==> src/rtl/outport_word_fifo_pkg.sv <==
// Shared types and constants for the output-port byte-to-word FIFO.
package outport_word_fifo_pkg;

  localparam int unsigned BYTE_W = 8;
  localparam int unsigned WORD_W = 16;

  // Low byte used when a pending high byte is flushed on its own.
  localparam logic [BYTE_W-1:0] PAD_BYTE = 8'h00;

  // Byte assembler state: no byte pending, or high byte latched.
  typedef enum logic {
    ST_EMPTY = 1'b0,
    ST_HALF  = 1'b1
  } asm_state_e;

  // One FIFO entry: high byte written first, low byte second.
  typedef struct packed {
    logic [BYTE_W-1:0] hi;
    logic [BYTE_W-1:0] lo;
  } fifo_word_t;

endpackage

==> src/rtl/outport_word_fifo_mem.sv <==
// Word storage: one synchronous write port, one asynchronous read port, no reset.
module word_fifo_mem
  import outport_word_fifo_pkg::*;
#(
  parameter int unsigned G_DEPTH      = 8,
  parameter int unsigned G_LOG2_DEPTH = 3
) (
  input  logic                    i_clk,
  input  logic                    i_we,
  input  logic [G_LOG2_DEPTH-1:0] i_waddr,
  input  fifo_word_t              i_wdata,
  input  logic [G_LOG2_DEPTH-1:0] i_raddr,
  output fifo_word_t              o_rdata_c
);

  fifo_word_t mem_q [G_DEPTH];

  // Contents are never reset; the FIFO only exposes entries it has written.
  always_ff @(posedge i_clk) begin
    if (i_we) begin
      mem_q[i_waddr] <= i_wdata;
    end
  end

  assign o_rdata_c = mem_q[i_raddr];

endmodule

==> src/rtl/outport_word_fifo.sv <==
// Packs processor output-port bytes into 16-bit words and queues them in a
// first-word-fall-through FIFO with registered head, count and status flags.
module outport_word_fifo
  import outport_word_fifo_pkg::*;
#(
  parameter int unsigned G_DEPTH      = 8,
  parameter int unsigned G_LOG2_DEPTH = 3
) (
  input  logic                    i_clk,
  input  logic                    i_rst,
  input  logic [7:0]              i_v_out,
  input  logic                    i_v_wr,
  input  logic                    i_flush,
  input  logic                    i_clr_ovf,
  output logic [15:0]             o_data,
  output logic                    o_valid,
  input  logic                    i_ready,
  output logic [G_LOG2_DEPTH:0]   o_count,
  output logic                    o_full,
  output logic                    o_half,
  output logic                    o_overflow
);

  localparam int unsigned PW = G_LOG2_DEPTH;
  localparam int unsigned CW = G_LOG2_DEPTH + 1;

  asm_state_e        state_q, state_d;
  logic [BYTE_W-1:0] hi_q, hi_d;
  logic [PW-1:0]     wr_ptr_q, wr_ptr_d;
  logic [PW-1:0]     rd_ptr_q, rd_ptr_d;
  logic [CW-1:0]     count_q, count_d;
  fifo_word_t        data_q, data_d;
  logic              valid_q, valid_d;
  logic              full_q, full_d;
  logic              ovf_q, ovf_d;

  logic       push_c;
  logic       push_ok_c;
  logic       pop_c;
  fifo_word_t push_word_c;
  fifo_word_t mem_rdata_c;

  // Assembler next state: a write wins over a flush; flush only pads a pending byte.
  always_comb begin
    state_d     = state_q;
    hi_d        = hi_q;
    push_c      = 1'b0;
    push_word_c = '0;
    case (state_q)
      ST_EMPTY: begin
        if (i_v_wr) begin
          hi_d    = i_v_out;
          state_d = ST_HALF;
        end
      end
      ST_HALF: begin
        if (i_v_wr) begin
          push_c      = 1'b1;
          push_word_c = '{hi: hi_q, lo: i_v_out};
          state_d     = ST_EMPTY;
        end else if (i_flush) begin
          push_c      = 1'b1;
          push_word_c = '{hi: hi_q, lo: PAD_BYTE};
          state_d     = ST_EMPTY;
        end
      end
      default: state_d = ST_EMPTY;
    endcase
  end

  // FIFO bookkeeping: a pop frees a slot for a push landing in the same cycle.
  always_comb begin
    pop_c     = valid_q & i_ready;
    push_ok_c = push_c & (~full_q | pop_c);
    wr_ptr_d  = push_ok_c ? wr_ptr_q + PW'(1) : wr_ptr_q;
    rd_ptr_d  = pop_c ? rd_ptr_q + PW'(1) : rd_ptr_q;
    case ({push_ok_c, pop_c})
      2'b10:   count_d = count_q + CW'(1);
      2'b01:   count_d = count_q - CW'(1);
      default: count_d = count_q;
    endcase
    valid_d = (count_d != '0);
    full_d  = (count_d == CW'(G_DEPTH));
    ovf_d   = (push_c & ~push_ok_c) | (ovf_q & ~i_clr_ovf);
    // Next head: the word being written this cycle if it becomes the head, else memory.
    data_d  = data_q;
    if (count_d != '0) begin
      data_d = (push_ok_c && (rd_ptr_d == wr_ptr_q)) ? push_word_c : mem_rdata_c;
    end
  end

  // State and status registers; reset clears everything except storage contents.
  always_ff @(posedge i_clk or negedge i_rst) begin
    if (!i_rst) begin
      state_q  <= ST_EMPTY;
      hi_q     <= '0;
      wr_ptr_q <= '0;
      rd_ptr_q <= '0;
      count_q  <= '0;
      data_q   <= '0;
      valid_q  <= 1'b0;
      full_q   <= 1'b0;
      ovf_q    <= 1'b0;
    end else begin
      state_q  <= state_d;
      hi_q     <= hi_d;
      wr_ptr_q <= wr_ptr_d;
      rd_ptr_q <= rd_ptr_d;
      count_q  <= count_d;
      data_q   <= data_d;
      valid_q  <= valid_d;
      full_q   <= full_d;
      ovf_q    <= ovf_d;
    end
  end

  word_fifo_mem #(
    .G_DEPTH      (G_DEPTH),
    .G_LOG2_DEPTH (G_LOG2_DEPTH)
  ) u_mem (
    .i_clk     (i_clk),
    .i_we      (push_ok_c),
    .i_waddr   (wr_ptr_q),
    .i_wdata   (push_word_c),
    .i_raddr   (rd_ptr_d),
    .o_rdata_c (mem_rdata_c)
  );

  assign o_data     = data_q;
  assign o_valid    = valid_q;
  assign o_count    = count_q;
  assign o_full     = full_q;
  assign o_half     = (state_q == ST_HALF);
  assign o_overflow = ovf_q;

endmodule

==> config.mk <==
export PLATFORM = sky130hd
export DESIGN_NAME = outport_word_fifo
export DESIGN_NICKNAME = d
export VERILOG_FILES = /design/src/rtl/outport_word_fifo_pkg.sv /design/src/rtl/outport_word_fifo_mem.sv /design/src/rtl/outport_word_fifo.sv
export SDC_FILE = /design/constraint.sdc
export NUM_CORES = 1
export LEC_CHECK = 0
export CAP_MARGIN = 20
export CORE_MARGIN = 5
export CORE_UTILIZATION = 37
export DETAILED_ROUTE_END_ITERATION = 12
export RECOVER_POWER = 50
export SYNTH_ARGS = -nofsm -noshare
export SYNTH_HDL_FRONTEND = slang
export SYNTH_SLANG_ARGS = --single-unit
==> constraint.sdc <==
create_clock -name i_clk -period 6.5 [get_ports i_clk]
set_input_delay 1.3 -clock i_clk [delete_from_list [all_inputs] [get_ports i_clk]]
set_output_delay 1.3 -clock i_clk [all_outputs]
set_load 0.02 [all_outputs]
* Yosys cells after proc, flatten, opt, wreduce, memory -nomap -nowiden
Memory sizes are Yosys's and may differ from the RTL's. A register that Yosys moved wholly into a read port is not among the register bits.
Index checks and enable logic that the tools add are counted.
** Cells by class
- Eq/ne operators :: 3
- Bitwise gates (word level) :: 10
- Add/subtract/negate cells :: 4
- Reduce and logical (&&, ||, !) cells :: 3
- Muxes and demuxes :: 14
** Operators by type and width (count)
- two-way mux 16 bit :: 3
- two-way mux 1 bit :: 8
- one-hot mux 4 bit (2 select lines) :: 1
- adder 3 x 1 -> 3 bit (second input constant) :: 2
- adder 4 x 1 -> 4 bit (second input constant) :: 1
- AND 1 bit :: 4
- == test 4 bit (second input constant) :: 1
- NOT 1 bit :: 4
- nonzero test 4 bit :: 1
- subtractor 4 x 1 -> 4 bit (second input constant) :: 1
- two-way mux 3 bit :: 1
- == test 2 x 1 -> 1 bit (second input constant) :: 1
- == test 2 bit (second input constant) :: 1
- bitwise OR 1 bit :: 2
- one-hot mux 1 bit (2 select lines) :: 1
- AND reduction 2 bit :: 1
- logical NOT 1 bit :: 1
** Storage, ports and cells
- Input port bits :: 14
- Output and inout port bits :: 24
- Flip-flop bits (word level) :: 22
- RAM bits :: 128
- Memories kept :: 1
** Memory list
- u_mem.mem_q :: depth 8, width 16, read ports 1, clocked after memory_dff 1, write ports 1, line outport_word_fifo_mem.sv:16 : fifo_word_t mem_q [G_DEPTH];

* Longest topological paths before layout
Gate-level depths: netlist (run 1).
- Depth in word-level cells :: 7
- Gate-level depth with buffers :: 13

* By module
Synthesis (run 1) repeated with hierarchy kept, for this count alone.
** Unflattened totals
- Cells, all modules :: 347
- Area total of the unflattened synthesis :: 6957.9 um^2
** Modules (own cells, without submodules)
- word_fifo_mem :: area an instance 4973.5 um^2, times used 1, seq. area each 3843.7 um^2, cells an instance 198
- outport_word_fifo :: area an instance 1984.4 um^2, times used 1, seq. area each 950.9 um^2, cells an instance 149

* Least setup slack after synthesis (run 1)
No wires, ideal clock.
- Kind :: input to register
- From :: input i_flush
- To :: register o_data[10] (netlist name)
- Cell stages on the path :: 13
- Path buffers :: 1
- Data arrival time :: 3.791 ns
- Required time :: 6.375 ns
- Slack :: 2.584 ns
- Path through :: o21ai_0 -> a21oi_4 -> inv_1 -> ha_1 -> xor2_1 -> ha_1 -> a21oi_1 -> xor2_1 -> nor2_1 -> xnor2_1 -> o211ai_2 -> buf_2 -> mux2_4
** Between the ends
- Longest elaborated chain between the ends :: 7
- Elaborated cells between the ends (all ways) :: 8
- Classes of those cells :: 2 x eq/ne; 4 x mux; 1 x bitwise; 1 x reduce/logical
** RTL lines
- start, declared :: line outport_word_fifo.sv:13 : input logic i_flush,
- two-way mux 1 bit (*) :: line outport_word_fifo.sv:61 : end else if (i_flush) begin
- two-way mux 1 bit (*) :: line outport_word_fifo.sv:57 : if (i_v_wr) begin
- two-way mux 1 bit (*) :: line outport_word_fifo.sv:49 : case (state_q)
- AND 1 bit (*) :: line outport_word_fifo.sv:74 : push_ok_c = push_c & (~full_q | pop_c);
- == test 2 x 1 -> 1 bit or == test 2 bit (tied branches) :: line outport_word_fifo.sv:77 : case ({push_ok_c, pop_c})
- one-hot mux 4 bit (2 select lines) (*) :: line outport_word_fifo.sv:77
- nonzero test 4 bit (*)
- net valid_d :: line outport_word_fifo.sv:33 : logic valid_q, valid_d;
The timed path passes the listed nets; every way through them passes the cells marked *.
A chain may end at the register's enable or synchronous reset.

* Worst setup path in the final report (run 1)
- From :: input i_v_wr
- To :: register o_data[10] (netlist name)
** Between the ends
- Longest elaborated chain between the ends :: 6
- Elaborated cells between the ends (all ways) :: 7
- Classes of those cells :: 2 x eq/ne; 3 x mux; 1 x bitwise; 1 x reduce/logical
** RTL lines
- start, declared :: line outport_word_fifo.sv:12 : input logic i_v_wr,
- two-way mux 1 bit (*) :: line outport_word_fifo.sv:57
- two-way mux 1 bit (*) :: line outport_word_fifo.sv:49
- AND 1 bit (*) :: line outport_word_fifo.sv:74
- == test 2 x 1 -> 1 bit or == test 2 bit (tied branches) :: line outport_word_fifo.sv:77
- one-hot mux 4 bit (2 select lines) (*) :: line outport_word_fifo.sv:77
- nonzero test 4 bit (*) :: line outport_word_fifo.sv:87 : if (count_d != '0) begin
Every way passes the cells marked *; elsewhere a longest branch is shown, timed or not.

==> impl_metrics.csv, run 1 <==
group,metric,value,unit
status,status,"finished, violations left",
status,failed_checks,"max-capacitance violations, max-slew violations",
logic_synthesis,synth_seq_cells,166,
die,die_y,149.0,um
drt,drt_iter0_drc,262,
power_and_ir_drop,design_power_total,4.162,mW
layout,mostFrequentLayoutCell,"edfxtp_1",
logic_synthesis,synth_top_area_frac,0.5374,
layout,multi_input_area,2217,um^2
timing,rsz0062_at_grt,"no",
die,io_pins,38,
grt,grt_pass1_wl,24870,um
drt,drc,0,
die,floorplan.initialDensity,0.3785,
logic_synthesis,synth_area,7152,um^2
clocking,clk_pin_slew,60,ps
timing,fmax,0.2001,GHz
timing,fin_tns_setup,0,ps
grt,grt_overflow,0,
placement,placed_cells_incl_taps,734,
layout,drive_above_1_share,0.1834,
layout,ff_latch_area,4795,um^2
grt,antenna_found_initial,0,
timing,min_period_over_period,0.7690,
power_and_ir_drop,p_per_area,497.6,nW/um^2
power_and_ir_drop,vdd_drop_max,0.2168,mV
setup_path,r2r_start,"o_half",
die,std_cell_rows,50,
placement,dpl.hpwl,9738,um
clocking,cts.sinks,166,
setup_path,arrival,5300,ps
setup_path,crit_type,"input pin to flip-flop",
placement,gp_congestion,0.7283,
layout,nFillCells,1696,
timing,tightestPinTransition,2275,ps
logic_synthesis,synth_area_leaders,"edfxtp_1, dfrtp_1, a211oi_1",
clocking,cts_buffers,17,
setup_path,ff2ff_path_depth,13,
grt,use_met2,0.2575,
drt,dr.pass1.iters,4,
setup_path,r2r_setup_slack,2530,ps
timing,hold_viol,0,
clocking,clkLatencyLatePin,420,ps
drt,post_drt_wl_per_cell,21.07,um
die,dieArea,22210,um^2
setup_path,end_kind,"flip-flop",
clocking,hold_buffers,0,
logic_synthesis,synth_ff_type,"edfxtp_1",
clocking,cts_root_buf,"clkbuf_16",
power_and_ir_drop,p_leak,3.062,nW
clocking,cts_tree,"built",
timing,skew,10.27,ps
placement,numPortBuffers,37,
logic_synthesis,synth_top_cell_by_area,"edfxtp_1",
layout,fin_nets,513,
logic_synthesis,synthArstFlopShare,0.2289,
timing,slew_headroom,-0.5165,
clocking,htree_levels,4,
logic_synthesis,syn_avg_cell_area,15.62,um^2
die,die_x,149.0,um
grt,use_met3,0.02279,
setup_path,crit_end,"o_data[10]",
grt,use_met1,0.1927,
drt,vias,4074,
layout,area_growth,16.95,%
setup_path,path_max_fanout,17,
layout,fin_cells,767,
grt,grt_use_total,0.1502,
layout,fin_util,0.4427,
clocking,cts_setup_buffers,0,
drt,detail-route-antenna-nets,0,
setup_path,critPathLaunch,"i_v_wr",
logic_synthesis,synth-seq-area-share,0.6704,
setup_path,r2r_end,"o_data[10]",
min_path,holdCritPathClass,"flip-flop to flip-flop",
drt,via_per_inst,5.312,
grt,grt_pass1_vias,4141,
grt,grt_most_used_layer,"met2",
logic_synthesis,synth_edf_count,128,
setup_path,cp-start-kind,"input pin",
timing,setup_violations,0,
layout,n_antenna_cell,0,
drt,wirelength,16160,um
logic_synthesis,yosys_warnings,0,
clocking,post_cts_resized,0,
flow_run,drv_cap,1,
logic_synthesis,synth.distinct_cells,46,
logic_synthesis,synth_cells,458,
timing,slew_violations,39,
die,core,18890,um^2
clocking,cts_buffer_depth,2,
grt,grt_max_degree,51,
setup_path,required,6800,ps
logic_synthesis,syn-num-nets,477,
layout,final_cell_mix,"edfxtp_1, and3_1, a211oi_1, dfrtp_1",
timing,timing.final.crit_period,4999,ps
==> cell type report <==
cell class	count	area share
Clock inverter	14	0.01391
Tap cell	260	0.03889
Sequential cell	166	0.5732
Clock buffer	18	0.05131
Multi-Input combinational cell	256	0.2651
Inverter	7	0.003141
Timing Repair Buffer	46	0.05445
==> worst min path at each step <==
stage | startpoint | slack [ps] | to | cells past startpoint
6_report | o_data[0] | 500 | o_data[0] | 1
4_1_cts | o_data[0] | 510 | o_data[0] | 1
3_3_place_gp | hi_q[3] | 490 | hi_q[3] | 1
5_1_grt | o_data[6] | 520 | o_data[6] | 1
2_1_floorplan | hi_q[3] | 470 | hi_q[3] | 1
3_5_place_dp | o_data[0] | 500 | o_data[0] | 1
==> critical path, cell delays in order <==
cell and delay (ps):
dlygate4sd3_1 710, o21ai_0 250, a21oi_1 530, inv_1 350
ha_1 360, xor2_1 180, ha_1 190, a21oi_1 170
xor2_1 180, nor2_1 80, xnor2_1 270, o211ai_2 130
buf_4 260, mux2_4 330
==> layer usage <==
metal / routed length, um / share of wire
met5: 0 / 0
met4: 242 / 0.015
met3: 430 / 0.027
met2: 8340 / 0.52
met1: 7149 / 0.44
==> synth_stat cells, types with 2 or more instances <==
cell type  number
edfxtp_1      128
and3_1         57
a211oi_1       49
dfrtp_1        38
mux2_2         21
mux2_4         20
mux2i_1        16
clkbuf_1       13
a2111oi_1      10
buf_2          10
nand2_1         9
and2_1          8
a2111oi_0       6
inv_1           6
nor2_1          6
xnor2_1         6
ha_1            5
buf_6           4
nand2b_1        4
nor3_1          4
xor2_1          4
a21oi_1         3
a32oi_2         2
buf_4           2
nor2b_1         2
nor3b_1         2
o21ai_0         2
o22ai_1         2
xor2_2          2
==> metrics by stage <==
step | setup WS (ps) | hold WS (ps) | cell area [um^2]
6_report | 1501 | 497.3 | 8364
3_3_place_gp | 1541 | 488.2 | 7799
4_1_cts | 1784 | 508.8 | 8372
2_1_floorplan | 2584 | 472.1 | 7152
5_1_grt | 1224 | 517.9 | 8364
3_5_place_dp | 1343 | 495.6 | 7826
==> power breakdown <==
group          leakage [nW]  internal (mW)  switching [mW]
clock network         0.262          0.553           0.384
logic                  1.17          0.832           0.912
registers              1.63           1.35           0.135
total                  3.06           2.73            1.43
==> state kept, by name, indices dropped and copies added (netlist names) <==
register     flops
o_overflow       1
o_count          4
o_full           1
u_mem.mem_q    128
o_valid          1
rd_ptr_q         3
o_data          16
o_half           1
wr_ptr_q         3
hi_q             8
==> logic make-up after synthesis <==
kind of cell / count (synthesis) / synth area share
flops: 166 / 0.6704
simple gates: 100 / 0.08572
compound gates: 82 / 0.09500
mux: 57 / 0.09745
buf+inv: 36 / 0.02589
xor+xnor: 12 / 0.01679
fa+ha+maj: 5 / 0.008747
Power figures use the tool's default switching activity.
==> run 2: changes to the inputs <==
- clock period: 6.5 -> 5.1 ns (I/O delays scaled with it)
==> impl_metrics.csv, run 2 (synthesized netlist as in run 1, its figures left out) <==
group,metric,value,unit
timing,rsz0062_at_grt,"no",
grt,grt_pass1_wl,25220,um
grt,grt_max_degree,66,
timing,fin_ws,704.0,ps
layout,nFillCells,1689,
timing,fin_tns_setup,0,ps
power_and_ir_drop,p_switching,1.859,mW
die,dieArea,22210,um^2
layout,drive_above_1_share,0.1992,
min_path,hp-start,"o_data[0]",
min_path,holdPathEnd,"o_data[0]",
placement,pre_cts_slack,452.5,ps
power_and_ir_drop,p_leak,3.120,nW
min_path,holdCritPathClass,"flip-flop to flip-flop",
timing,skew,5.079,ps
setup_path,arrival,4700,ps
setup_path,required,5400,ps
placement,numPortBuffers,37,
power_and_ir_drop,power.internal,3.672,mW
clocking,cts_root_buf,"clkbuf_16",
power_and_ir_drop,p_per_area,652.8,nW/um^2
clocking,post_cts_resized,0,
setup_path,ff2ff_path_depth,14,
grt,antenna_found_initial,0,
layout,area_growth,18.46,%
grt,grt_use_total,0.1542,
die,std_cell_rows,50,
timing,tightestPinTransition,1673,ps
setup_path,path_max_fanout,10,
die,io_pins,38,
layout,mostFrequentLayoutCell,"edfxtp_1",
layout,fin_util,0.4484,
power_and_ir_drop,p_sw_frac,0.3361,
power_and_ir_drop,clkPwrFrac,0.250,
status,failed_checks,"max-capacitance violations, max-slew violations",
clocking,cts_buffer_depth,2,
setup_path,r2r_setup_slack,1400,ps
drt,detail-route-antenna-nets,0,
timing,hold_viol,0,
die,die_x,149.0,um
layout,final_cell_mix,"edfxtp_1, and3_1, a211oi_1, dfrtp_1, mux2_2",
layout,n_antenna_cell,0,
power_and_ir_drop,power_frac_comb,0.410,
layout,ff_latch_area,4795,um^2
timing,min_period_over_period,0.8620,
drt,via_per_inst,5.287,
power_and_ir_drop,vdd_drop_max,0.2632,mV
setup_path,crit_type,"input pin to flip-flop",
layout,largest_reg_flops,128,
timing,setup_violations,0,
setup_path,critPathLaunch,"i_ready",
placement,dpl.hpwl,9536,um
setup_path,cp-start-kind,"input pin",
clocking,htree_levels,4,
setup_path,end_kind,"flip-flop",
grt,grt_pass1_vias,4164,
clocking,cts_setup_buffers,0,
die,core,18890,um^2
clocking,hold_buffers,0,
timing,fmax,0.2275,GHz
clocking,clkLatencyLatePin,420,ps
clocking,cts_tree,"built",
power_and_ir_drop,seq_power_share,0.340,
layout,final_area,8472,um^2
timing,timing.final.crit_period,4396,ps
clocking,cts_buffers,17,
grt,grt_overflow,0,
layout,top_register,"u_mem.mem_q",
timing,slew_headroom,-0.1155,
drt,wirelength,16700,um
power_and_ir_drop,design_power_total,5.531,mW
clocking,clk_pin_slew,60,ps
setup_path,r2r_start,"o_half",
layout,multi_input_area,2187,um^2
placement,gp_congestion,0.8068,
drt,drt_iter0_drc,282,
status,status,"finished, violations left",
drt,vias,4108,
drt,dr.pass1.iters,4,
min_path,min_path_cells,1,
drt,post_drt_wl_per_cell,21.49,um
die,die_y,149.0,um
placement,placed_cell_area,7845,um^2
clocking,cts.sinks,166,
setup_path,r2r_end,"o_data[5]",
layout,fin_nets,523,
flow_run,drv_cap,1,
die,floorplan.initialDensity,0.3785,
timing,slew_violations,66,
drt,drc,0,
## run 2: critical path, stage by stage
cell           delay, ps
dlygate4sd3_1        680
nand2_1              270
a21oi_4              320
inv_1                 90
ha_1                 270
xor2_1               180
ha_1                 190
a21oi_1              140
xor2_1               170
nor2_1                70
xnor2_1              260
o211ai_2             370
buf_4                330
mux2_4               310
## run 2: routing by layer
metal | GRT usage | up-vias | routed length, um
met2 | 0.2589 | 103 | 8414
met5 | 0 | - | 0
met4 | 0.04760 | 0 | 248
li1 | - | 1890 | -
met1 | 0.2000 | 2098 | 7182
met3 | 0.03464 | 17 | 853
## run 2: layout make-up
cell class / instances / share of cell area
repair buffers: 56 / 0.05819
multi-input cells: 256 / 0.2582
well taps: 260 / 0.03840
clock buffers: 18 / 0.05184
flip-flops and latches: 166 / 0.5659
inverters: 7 / 0.003101
clock inverters: 14 / 0.02437
## run 2: worst max-delay path by stage
stage / to / slack, ps / cells past startpoint
CTS: o_data[5] / 890 / 14
global placement: o_data[5] / 580 / 14
detailed placement: o_data[5] / 450 / 14
finish: o_data[5] / 700 / 14
floorplan: o_data[10] / 1460 / 13
global route: o_data[5] / 450 / 13
## run 2: metrics by stage
| step | hold WS [ps] | std cells |
|---|---|---|
| 2_1_floorplan | 472.1 | 458 |
| 3_3_place_gp | 485.0 | 744 |
| 3_5_place_dp | 499.7 | 744 |
| 4_1_cts | 513.7 | 776 |
| 5_1_grt | 514.3 | 777 |
| 6_report | 503.5 | 777 |
## run 2: power groups by stage
stage          Sequential, mW  Combinational, mW  Clock [mW]
2_1_floorplan            1.96               1.59           0
3_3_place_gp             1.91               2.28           0
3_5_place_dp             1.91               2.32           0
4_1_cts                  1.89               2.33        1.40
5_1_grt                  1.91               2.44        1.46
6_report                 1.88               2.27        1.38
